--- config.mk ---
export PLATFORM = sky130hd
export DESIGN_NAME = block_issue_sequencer_flat
export DESIGN_NICKNAME = d
export VERILOG_FILES = /design/src/rtl/block_issue_sequencer_if.sv /design/src/rtl/block_issue_sequencer.sv /design/src/flat_wrapper.sv
export SDC_FILE = /design/constraint.sdc
export NUM_CORES = 1
export LEC_CHECK = 0
export CAP_MARGIN = 20
export CORE_AREA = 2 2 146 77
export DETAILED_ROUTE_END_ITERATION = 10
export DIE_AREA = 0 0 148 79
export GPL_TIMING_DRIVEN = 0
export PLACE_DENSITY = 0.57
export SLEW_MARGIN = 20
export SYNTH_ARGS = -nofsm -noshare
export SYNTH_HDL_FRONTEND = slang
export SYNTH_SLANG_ARGS = --single-unit
--- constraint.sdc ---
create_clock -name clk -period 2.66 [get_ports clk]
set_input_delay 0.532 -clock clk [delete_from_list [all_inputs] [get_ports clk]]
set_output_delay 0.532 -clock clk [all_outputs]
set_load 0.005 [all_outputs]
--- src/rtl/block_issue_sequencer_if.sv ---
// Issue-side handshake, credit-return and enqueue signals of block_issue_sequencer.
// The master drives instructions and credit returns; the slave is the sequencer.
interface block_issue_sequencer_if #(
    parameter int CMD_W = 8,
    parameter int IMM_W = 32
);
    logic             io_valid;
    logic             io_sigs_enq_cmdq;
    logic             io_sigs_enq_ximm1q;
    logic [CMD_W-1:0] io_cmd;
    logic [IMM_W-1:0] io_imm;
    logic             io_cmdq_deq;
    logic             io_ximm1q_deq;
    logic             io_flush;
    logic             io_ready;
    logic             io_replay;
    logic             io_cmdq_enq_valid;
    logic [CMD_W-1:0] io_cmdq_enq_bits;
    logic             io_ximm1q_enq_valid;
    logic [IMM_W-1:0] io_ximm1q_enq_bits;
    logic             io_flush_done;
    logic             io_credit_err;

    modport master (
        output io_valid, io_sigs_enq_cmdq, io_sigs_enq_ximm1q, io_cmd, io_imm,
               io_cmdq_deq, io_ximm1q_deq, io_flush,
        input  io_ready, io_replay, io_cmdq_enq_valid, io_cmdq_enq_bits,
               io_ximm1q_enq_valid, io_ximm1q_enq_bits, io_flush_done, io_credit_err
    );

    modport slave (
        input  io_valid, io_sigs_enq_cmdq, io_sigs_enq_ximm1q, io_cmd, io_imm,
               io_cmdq_deq, io_ximm1q_deq, io_flush,
        output io_ready, io_replay, io_cmdq_enq_valid, io_cmdq_enq_bits,
               io_ximm1q_enq_valid, io_ximm1q_enq_bits, io_flush_done, io_credit_err
    );
endinterface

--- src/rtl/block_issue_sequencer.sv ---
// Credit-based issue sequencer: accepts an instruction only when every queue it needs
// has a credit, enqueues one cycle later, and supports a flush that drains all credits.
module block_issue_sequencer #(
    parameter int CMDQ_DEPTH   = 4,
    parameter int XIMM1Q_DEPTH = 4,
    parameter int CMD_W        = 8,
    parameter int IMM_W        = 32
) (
    input  logic                  clk,
    input  logic                  reset,
    block_issue_sequencer_if.slave io
);
    typedef enum logic {
        RUN   = 1'b0,
        DRAIN = 1'b1
    } state_t;

    localparam logic [3:0] CQ_FULL = 4'(CMDQ_DEPTH);
    localparam logic [3:0] XQ_FULL = 4'(XIMM1Q_DEPTH);

    state_t     state;
    logic [3:0] cq_cr;
    logic [3:0] xq_cr;
    logic       accept;
    logic       cq_dec;
    logic       xq_dec;
    logic       drained;

    always_comb begin
        accept  = io.io_valid && (state == RUN) && !io.io_flush
               && (!io.io_sigs_enq_cmdq   || (cq_cr != '0))
               && (!io.io_sigs_enq_ximm1q || (xq_cr != '0));
        cq_dec  = accept && io.io_sigs_enq_cmdq;
        xq_dec  = accept && io.io_sigs_enq_ximm1q;
        // An enqueue still in the output register has not yet consumed downstream space visibly.
        drained = (state == DRAIN) && (cq_cr == CQ_FULL) && (xq_cr == XQ_FULL)
               && !io.io_cmdq_enq_valid && !io.io_ximm1q_enq_valid;
    end

    assign io.io_ready  = accept;
    assign io.io_replay = io.io_valid && !accept;

    always_ff @(posedge clk or negedge reset) begin
        if (!reset) begin
            state                  <= RUN;
            cq_cr                  <= CQ_FULL;
            xq_cr                  <= XQ_FULL;
            io.io_cmdq_enq_valid   <= 1'b0;
            io.io_ximm1q_enq_valid <= 1'b0;
            io.io_cmdq_enq_bits    <= '0;
            io.io_ximm1q_enq_bits  <= '0;
            io.io_flush_done       <= 1'b0;
            io.io_credit_err       <= 1'b0;
        end else begin
            io.io_cmdq_enq_valid   <= cq_dec;
            io.io_ximm1q_enq_valid <= xq_dec;
            if (accept) begin
                io.io_cmdq_enq_bits   <= io.io_cmd;
                io.io_ximm1q_enq_bits <= io.io_imm;
            end
            io.io_flush_done <= drained;

            case (state)
                RUN:     if (io.io_flush) state <= DRAIN;
                DRAIN:   if (drained)     state <= RUN;
                default: state <= RUN;
            endcase

            // A return at full credits is a protocol error; the counter saturates.
            if (cq_dec && !io.io_cmdq_deq) begin
                cq_cr <= cq_cr - 4'd1;
            end else if (!cq_dec && io.io_cmdq_deq) begin
                if (cq_cr == CQ_FULL) io.io_credit_err <= 1'b1;
                else                  cq_cr <= cq_cr + 4'd1;
            end

            if (xq_dec && !io.io_ximm1q_deq) begin
                xq_cr <= xq_cr - 4'd1;
            end else if (!xq_dec && io.io_ximm1q_deq) begin
                if (xq_cr == XQ_FULL) io.io_credit_err <= 1'b1;
                else                  xq_cr <= xq_cr + 4'd1;
            end
        end
    end
endmodule

--- src/flat_wrapper.sv ---
// flat-port wrapper written by rule: the top's interface ports become plain ports
module block_issue_sequencer_flat 
#(
    parameter int CMDQ_DEPTH   = 4,
    parameter int XIMM1Q_DEPTH = 4,
    parameter int CMD_W        = 8,
    parameter int IMM_W        = 32
)
  (clk, reset, io_io_valid, io_io_sigs_enq_cmdq, io_io_sigs_enq_ximm1q, io_io_cmd, io_io_imm, io_io_cmdq_deq, io_io_ximm1q_deq, io_io_flush, io_io_ready, io_io_replay, io_io_cmdq_enq_valid, io_io_cmdq_enq_bits, io_io_ximm1q_enq_valid, io_io_ximm1q_enq_bits, io_io_flush_done, io_io_credit_err);
  block_issue_sequencer_if #(.CMD_W(CMD_W), .IMM_W(IMM_W)) io_i ();
  input  logic clk;
  input  logic reset;
  input wire logic [$bits(io_i.io_valid)-1:0] io_io_valid;
  input wire logic [$bits(io_i.io_sigs_enq_cmdq)-1:0] io_io_sigs_enq_cmdq;
  input wire logic [$bits(io_i.io_sigs_enq_ximm1q)-1:0] io_io_sigs_enq_ximm1q;
  input wire logic [$bits(io_i.io_cmd)-1:0] io_io_cmd;
  input wire logic [$bits(io_i.io_imm)-1:0] io_io_imm;
  input wire logic [$bits(io_i.io_cmdq_deq)-1:0] io_io_cmdq_deq;
  input wire logic [$bits(io_i.io_ximm1q_deq)-1:0] io_io_ximm1q_deq;
  input wire logic [$bits(io_i.io_flush)-1:0] io_io_flush;
  output wire logic [$bits(io_i.io_ready)-1:0] io_io_ready;
  output wire logic [$bits(io_i.io_replay)-1:0] io_io_replay;
  output wire logic [$bits(io_i.io_cmdq_enq_valid)-1:0] io_io_cmdq_enq_valid;
  output wire logic [$bits(io_i.io_cmdq_enq_bits)-1:0] io_io_cmdq_enq_bits;
  output wire logic [$bits(io_i.io_ximm1q_enq_valid)-1:0] io_io_ximm1q_enq_valid;
  output wire logic [$bits(io_i.io_ximm1q_enq_bits)-1:0] io_io_ximm1q_enq_bits;
  output wire logic [$bits(io_i.io_flush_done)-1:0] io_io_flush_done;
  output wire logic [$bits(io_i.io_credit_err)-1:0] io_io_credit_err;
  assign io_i.io_valid = io_io_valid;
  assign io_i.io_sigs_enq_cmdq = io_io_sigs_enq_cmdq;
  assign io_i.io_sigs_enq_ximm1q = io_io_sigs_enq_ximm1q;
  assign io_i.io_cmd = io_io_cmd;
  assign io_i.io_imm = io_io_imm;
  assign io_i.io_cmdq_deq = io_io_cmdq_deq;
  assign io_i.io_ximm1q_deq = io_io_ximm1q_deq;
  assign io_i.io_flush = io_io_flush;
  assign io_io_ready = io_i.io_ready;
  assign io_io_replay = io_i.io_replay;
  assign io_io_cmdq_enq_valid = io_i.io_cmdq_enq_valid;
  assign io_io_cmdq_enq_bits = io_i.io_cmdq_enq_bits;
  assign io_io_ximm1q_enq_valid = io_i.io_ximm1q_enq_valid;
  assign io_io_ximm1q_enq_bits = io_i.io_ximm1q_enq_bits;
  assign io_io_flush_done = io_i.io_flush_done;
  assign io_io_credit_err = io_i.io_credit_err;
  block_issue_sequencer #(.CMDQ_DEPTH(CMDQ_DEPTH), .XIMM1Q_DEPTH(XIMM1Q_DEPTH), .CMD_W(CMD_W), .IMM_W(IMM_W)) u_core (.clk(clk), .reset(reset), .io(io_i));
endmodule
# Word level (Yosys, flattened, before mapping)
# Index checks and enable logic that the tools add are counted.
# totals
reg_bits	53
input_bits	48
out_inout_bits	46
word_cells	66
# op_classes
add_sub_neg	4
n_eq_ne	4
mux	15
n_bitwise	1
n_reduce_logical	33
# op_table
cell	n
two-way mux 4 bit	6
logical AND 1 bit	15
logical NOT 1 bit	10
adder 4 x 1 -> 4 bit (second input constant)	2
equality test 4 x 3 -> 1 bit (second input constant)	2
two-way mux 1 bit	8
nonzero test 4 bit	2
subtractor 4 x 1 -> 4 bit (second input constant)	2
inequality test 2 bit (second input constant)	2
AND reduction 2 bit	2
nonzero test 2 bit	2
logical OR 1 bit	2
case mux 1 bit (2 select lines)	1
NOT 1 bit	1

# Logic depth before layout (Yosys ltp)
# logic_depth
depth_word	13
ltp_mapped	13
depth_no_buf	11

# Worst setup path after synthesis
# Ideal clock, no wire load.
# synth_path
path_kind	input -> register
from	in io_io_sigs_enq_cmdq
to	reg u_core.xq_cr[3]
setup_ns	0.123
arrival_time_ns	2.889
path_slack_ns	-0.352
path_stages	13
cell_sequence	nor2b_1 a32o_1 or4b_1 buf_2 buf_6 inv_1 and2_1 ha_1 ha_1 a21oi_1 and4b_1 a31oi_1 xnor2_1
# synth_via
elab_chain_cells	9
# synth_rtl
element	line_no	text
from (decl)	flat_wrapper.sv:14	input wire logic [$bits(io_i.io_sigs_enq_cmdq)-1:0] io_io_sigs_enq_cmdq;
logical NOT 1 bit *	block_issue_sequencer.sv:31	&& (!io.io_sigs_enq_cmdq || (cq_cr != '0))
logical OR 1 bit *	block_issue_sequencer.sv:31	
logical AND 1 bit *	block_issue_sequencer.sv:31	
logical AND 1 bit *	block_issue_sequencer.sv:32	&& (!io.io_sigs_enq_ximm1q || (xq_cr != '0));
via io_io_ready	flat_wrapper.sv:21	output wire logic [$bits(io_i.io_ready)-1:0] io_io_ready;
logical AND 1 bit *	block_issue_sequencer.sv:34	xq_dec = accept && io.io_sigs_enq_ximm1q;
via u_core.xq_dec	block_issue_sequencer.sv:26	logic xq_dec;
logical NOT 1 bit	block_issue_sequencer.sv:79	end else if (!xq_dec && io.io_ximm1q_deq) begin
logical AND 1 bit	block_issue_sequencer.sv:79	
nonzero test 2 bit (no line)	-	
AND reduction 2 bit (no line)	-	
to (signal assigned)	block_issue_sequencer.sv:78	xq_cr <= xq_cr - 4'd1;
to (signal assigned)	block_issue_sequencer.sv:81	else xq_cr <= xq_cr + 4'd1;
to (decl)	block_issue_sequencer.sv:23	logic [3:0] xq_cr;
# Mark *: on every way through the listed nets, which the timed path passes. The rest lies on a longest branch.
# A chain may end at the register's enable or synchronous reset.

# Final worst setup path
# layout_path
from	reg u_core.xq_cr[2]
to	reg u_core.xq_cr[3]
# layout_via
elab_chain_cells	8
# layout_rtl
element	line_no
nonzero test 4 bit *	block_issue_sequencer.sv:32
logical OR 1 bit *	block_issue_sequencer.sv:32
logical AND 1 bit *	block_issue_sequencer.sv:32
logical AND 1 bit *	block_issue_sequencer.sv:34
via u_core.xq_dec	block_issue_sequencer.sv:26
logical NOT 1 bit	block_issue_sequencer.sv:79
logical AND 1 bit	block_issue_sequencer.sv:79
nonzero test 2 bit (no line)	-
AND reduction 2 bit (no line)	-
# Mark *: on every way through the listed nets, which the timed path passes. The rest lies on a longest branch. The select of a mux whose other input is x is not followed.

==> results.toml <==
[global_routing]
grt.met3_usage = 0.0379
grt_max_degree = 54
antenna_found_initial = 0
grt_pass1_vias = 1716
use_met2 = 0.131
grt_pass1_wl_um = 9130
gr-total-overflow = 0
grtUsageTotal = 0.101
busiest_layer = "met1"
gr-usage-met1 = 0.152

[pwr]
p_int_uw = 2590
peakVddDrop_mv = 0.218
cellPowerDensity_mw_per_mm2 = 908
power.leakage_uw = 0.00180
p_sw_frac = 0.263
seq_power_share = 0.391
pwr-share-comb = 0.432
total_power_uw = 3520
power_frac_clock = 0.177
p_sw_uw = 927

[finish]
area_growth_pct = 59.1
diodes = 0
instances_no_fill = 421
drive_above_1_share = 0.315
num-nets-final = 333
utilization = 0.368

[drt]
firstDrtPassIters = 4
vias_per_cell = 3.89
finalWirelength_um = 5720
ant_nets = 0
drc = 0
wl_per_cell_um = 13.6
drtIter0Drc = 60
vias = 1638

[floorplan]
dieWidth_um = 148
die_y_um = 79
initial_core_util = 0.231
io_pins = 94
coreArea_mm2 = 0.0105
num_rows = 27
die-area_mm2 = 0.0117

[logic_synthesis]
async_reset_ff_frac = 1.00
synth_area_mm2 = 0.00244
synth_area_leader_cell = "dfrtp_1"
synth_common_cells = "dfrtp_1, mux2_4, inv_1"
synthCells = 163
synthFlopType = "dfrtp_1"
netlist_top_cells_area = "dfrtp_1, mux2_4, ha_1"
ys.warnings.count = 0
synth_top_area_frac = 0.524
synth_edf_count = 0
synth-seq-cells = 53
synth_most_common_cell = "dfrtp_1"
synth_nets = 221
synth_cell_type_count = 26
seq_area_frac_synth = 0.545
syn_avg_cell_area_um2 = 14.9

[status]
status = "finished, final reports clean"

[timing]
finalSetupViolCount = 0
worst_pin_slew_ns = 0.679
hold_viol = 0
finalCritPeriodShare = 0.991
period_needed_ns = 2.64
drv_slew = 0
fmax_ghz = 0.379
finClkSkew_ns = 0.00508
setup_ws_ns = 0.0237
relSlewSlack = 0.547
grt_setup_unrepaired = "yes"
hold_slack_ns = 0.289

[worst_setup_path]
crit_chain = "inv_2, a32o_2, or4b_4, inv_8, and2_4, ha_4, ha_2, nand3_2, and4b_1, a31oi_1, xnor2_1"
crit_required_ns = 2.84
worstRegToRegCells = 11
cp_slowest_stage_delay_ns = 0.55
slowest_stage = "dfstp_2"
r2r_slack_ns = 0.02
startpoint = "u_core.xq_cr[2]"
cp_max_fo = 5
worst_r2r_endpoint = "u_core.xq_cr[3]"
worstPathArrival_ns = 2.81
start_kind = "flip-flop"
criticalPathCategory = "flip-flop to flip-flop"
end_kind = "flip-flop"
r2r-start = "u_core.xq_cr[2]"

[placed_design]
dp_hpwl_um = 4120
gp_congestion = 0.759
placed_cells = 401
io_buffer_count = 93
preCtsSetupSlack_ns = -0.867

[cts]
cts-root-buf = "clkbuf_16"
cts_buffers = 5
cts_buffer_depth = 2
cts_tree = "done"
clkTransAtPathRegs_ns = 0.07
h-tree-depth = 2
insertion_delay_ns = 0.29
clock_sinks = 53

[min_path]
hp-class = "input port to asynchronous set/reset pin"

[flow_run]
maxCapViolCount = 0
-- area by class of cell --
| type | count | area [µm²] |
|---|---|---|
| multi-input combinational | 95 | 1120 |
| buffer | 3 | 33.8 |
| tap | 145 | 181 |
| timing repair buffer | 107 | 1030 |
| inverter | 10 | 45.0 |
| clock buffer | 8 | 136 |
| sequential | 53 | 1330 |
| fill | 1023 | 6670 |
-- cell families after synthesis --
group | count (synthesis) | share of synthesized area
adders and majority gates | 10 | 0.0575
xor gates and xnor gates | 6 | 0.0216
DFF | 53 | 0.545
buffers and inverters | 15 | 0.0360
muxes | 43 | 0.256
and+or+nand+nor | 28 | 0.0616
AOI/OAI and AO/OA | 8 | 0.0216
-- what timing repair did --
action	4_1_cts	5_1_grt
buffers inserted	10	4
hold buffers	0	0
resized for setup	14	5
pin swaps	8	8
gates cloned	0	0
endpoints found under the setup margin	11	6
-- sequential cells by signal (all words and copies together), names as in the netlist --
signal / flops
u_core.state: 1
u_core.cq_cr: 4
u_core.io.io_cmdq_enq_bits: 8
u_core.io.io_flush_done: 1
u_core.io.io_ximm1q_enq_bits: 32
u_core.io.io_credit_err: 1
u_core.io.io_ximm1q_enq_valid: 1
u_core.xq_cr: 4
u_core.io.io_cmdq_enq_valid: 1
-- worst max-delay path: cells and delay by family (launching register included) --
family	cells	cell delay, ns
compound gates	2	0.30
xor+xnor	1	0.13
fa+ha+maj	2	0.46
buf+inv	2	0.12
flops	1	0.55
simple gates	4	0.97
-- power by group through the flow --
| stage | logic, µW | clock network [µW] | registers [µW] |
|---|---|---|---|
| after floorplan | 655 | 0 | 1390 |
| after global placement | 1420 | 0 | 1390 |
| after detailed placement | 1430 | 0 | 1400 |
| after CTS | 1500 | 660 | 1370 |
| after global routing | 1640 | 702 | 1430 |
| final | 1520 | 623 | 1380 |
-- layer usage --
layer / routed length, µm / vias up
li1: - / 785
met1: 2980 / 791
met2: 2240 / 54
met3: 442 / 8
met4: 60 / 0
met5: 0 / -
-- per-stage QoR --
stage | instance area [µm²] | setup TNS, ns
final | 3870 | 0
after global routing | 3870 | -0.221
after CTS | 3840 | -0.0119
after detailed placement | 3630 | -7.89
after global placement | 3630 | -40.42
after floorplan | 2520 | -0.695
-- worst max path at each step --
stage	slack [ns]	end
final	0.02	u_core.xq_cr[3]
after floorplan	-0.16	u_core.cq_cr[2]
after detailed placement	-0.87	u_core.xq_cr[3]
after global routing	-0.09	u_core.xq_cr[3]
after CTS	-0.01	u_core.xq_cr[3]
after global placement	-0.82	u_core.xq_cr[3]
-- cells in the final DEF, fill, tap and decap left out, types with 3 or more instances in the layout --
| cell | synthesis | routed |
|---|---|---|
| xnor2_1 | 6 | 6 |
| a31oi_1 | 3 | 3 |
| dfrtp_1 | 51 | 51 |
| ha_1 | 8 | 3 |
| nand2_1 | 7 | 7 |
| mux2_4 | 38 | 39 |
| clkdlybuf4s50_1 | 0 | 88 |
| ha_4 | 0 | 4 |
| buf_4 | 0 | 15 |
| inv_1 | 10 | 6 |
| inv_2 | 0 | 3 |
| clkbuf_16 | 0 | 5 |
| nor2_1 | 7 | 7 |
| buf_6 | 4 | 3 |
| clkbuf_1 | 0 | 3 |
No activity file was read; power rests on OpenSTA's default activity.
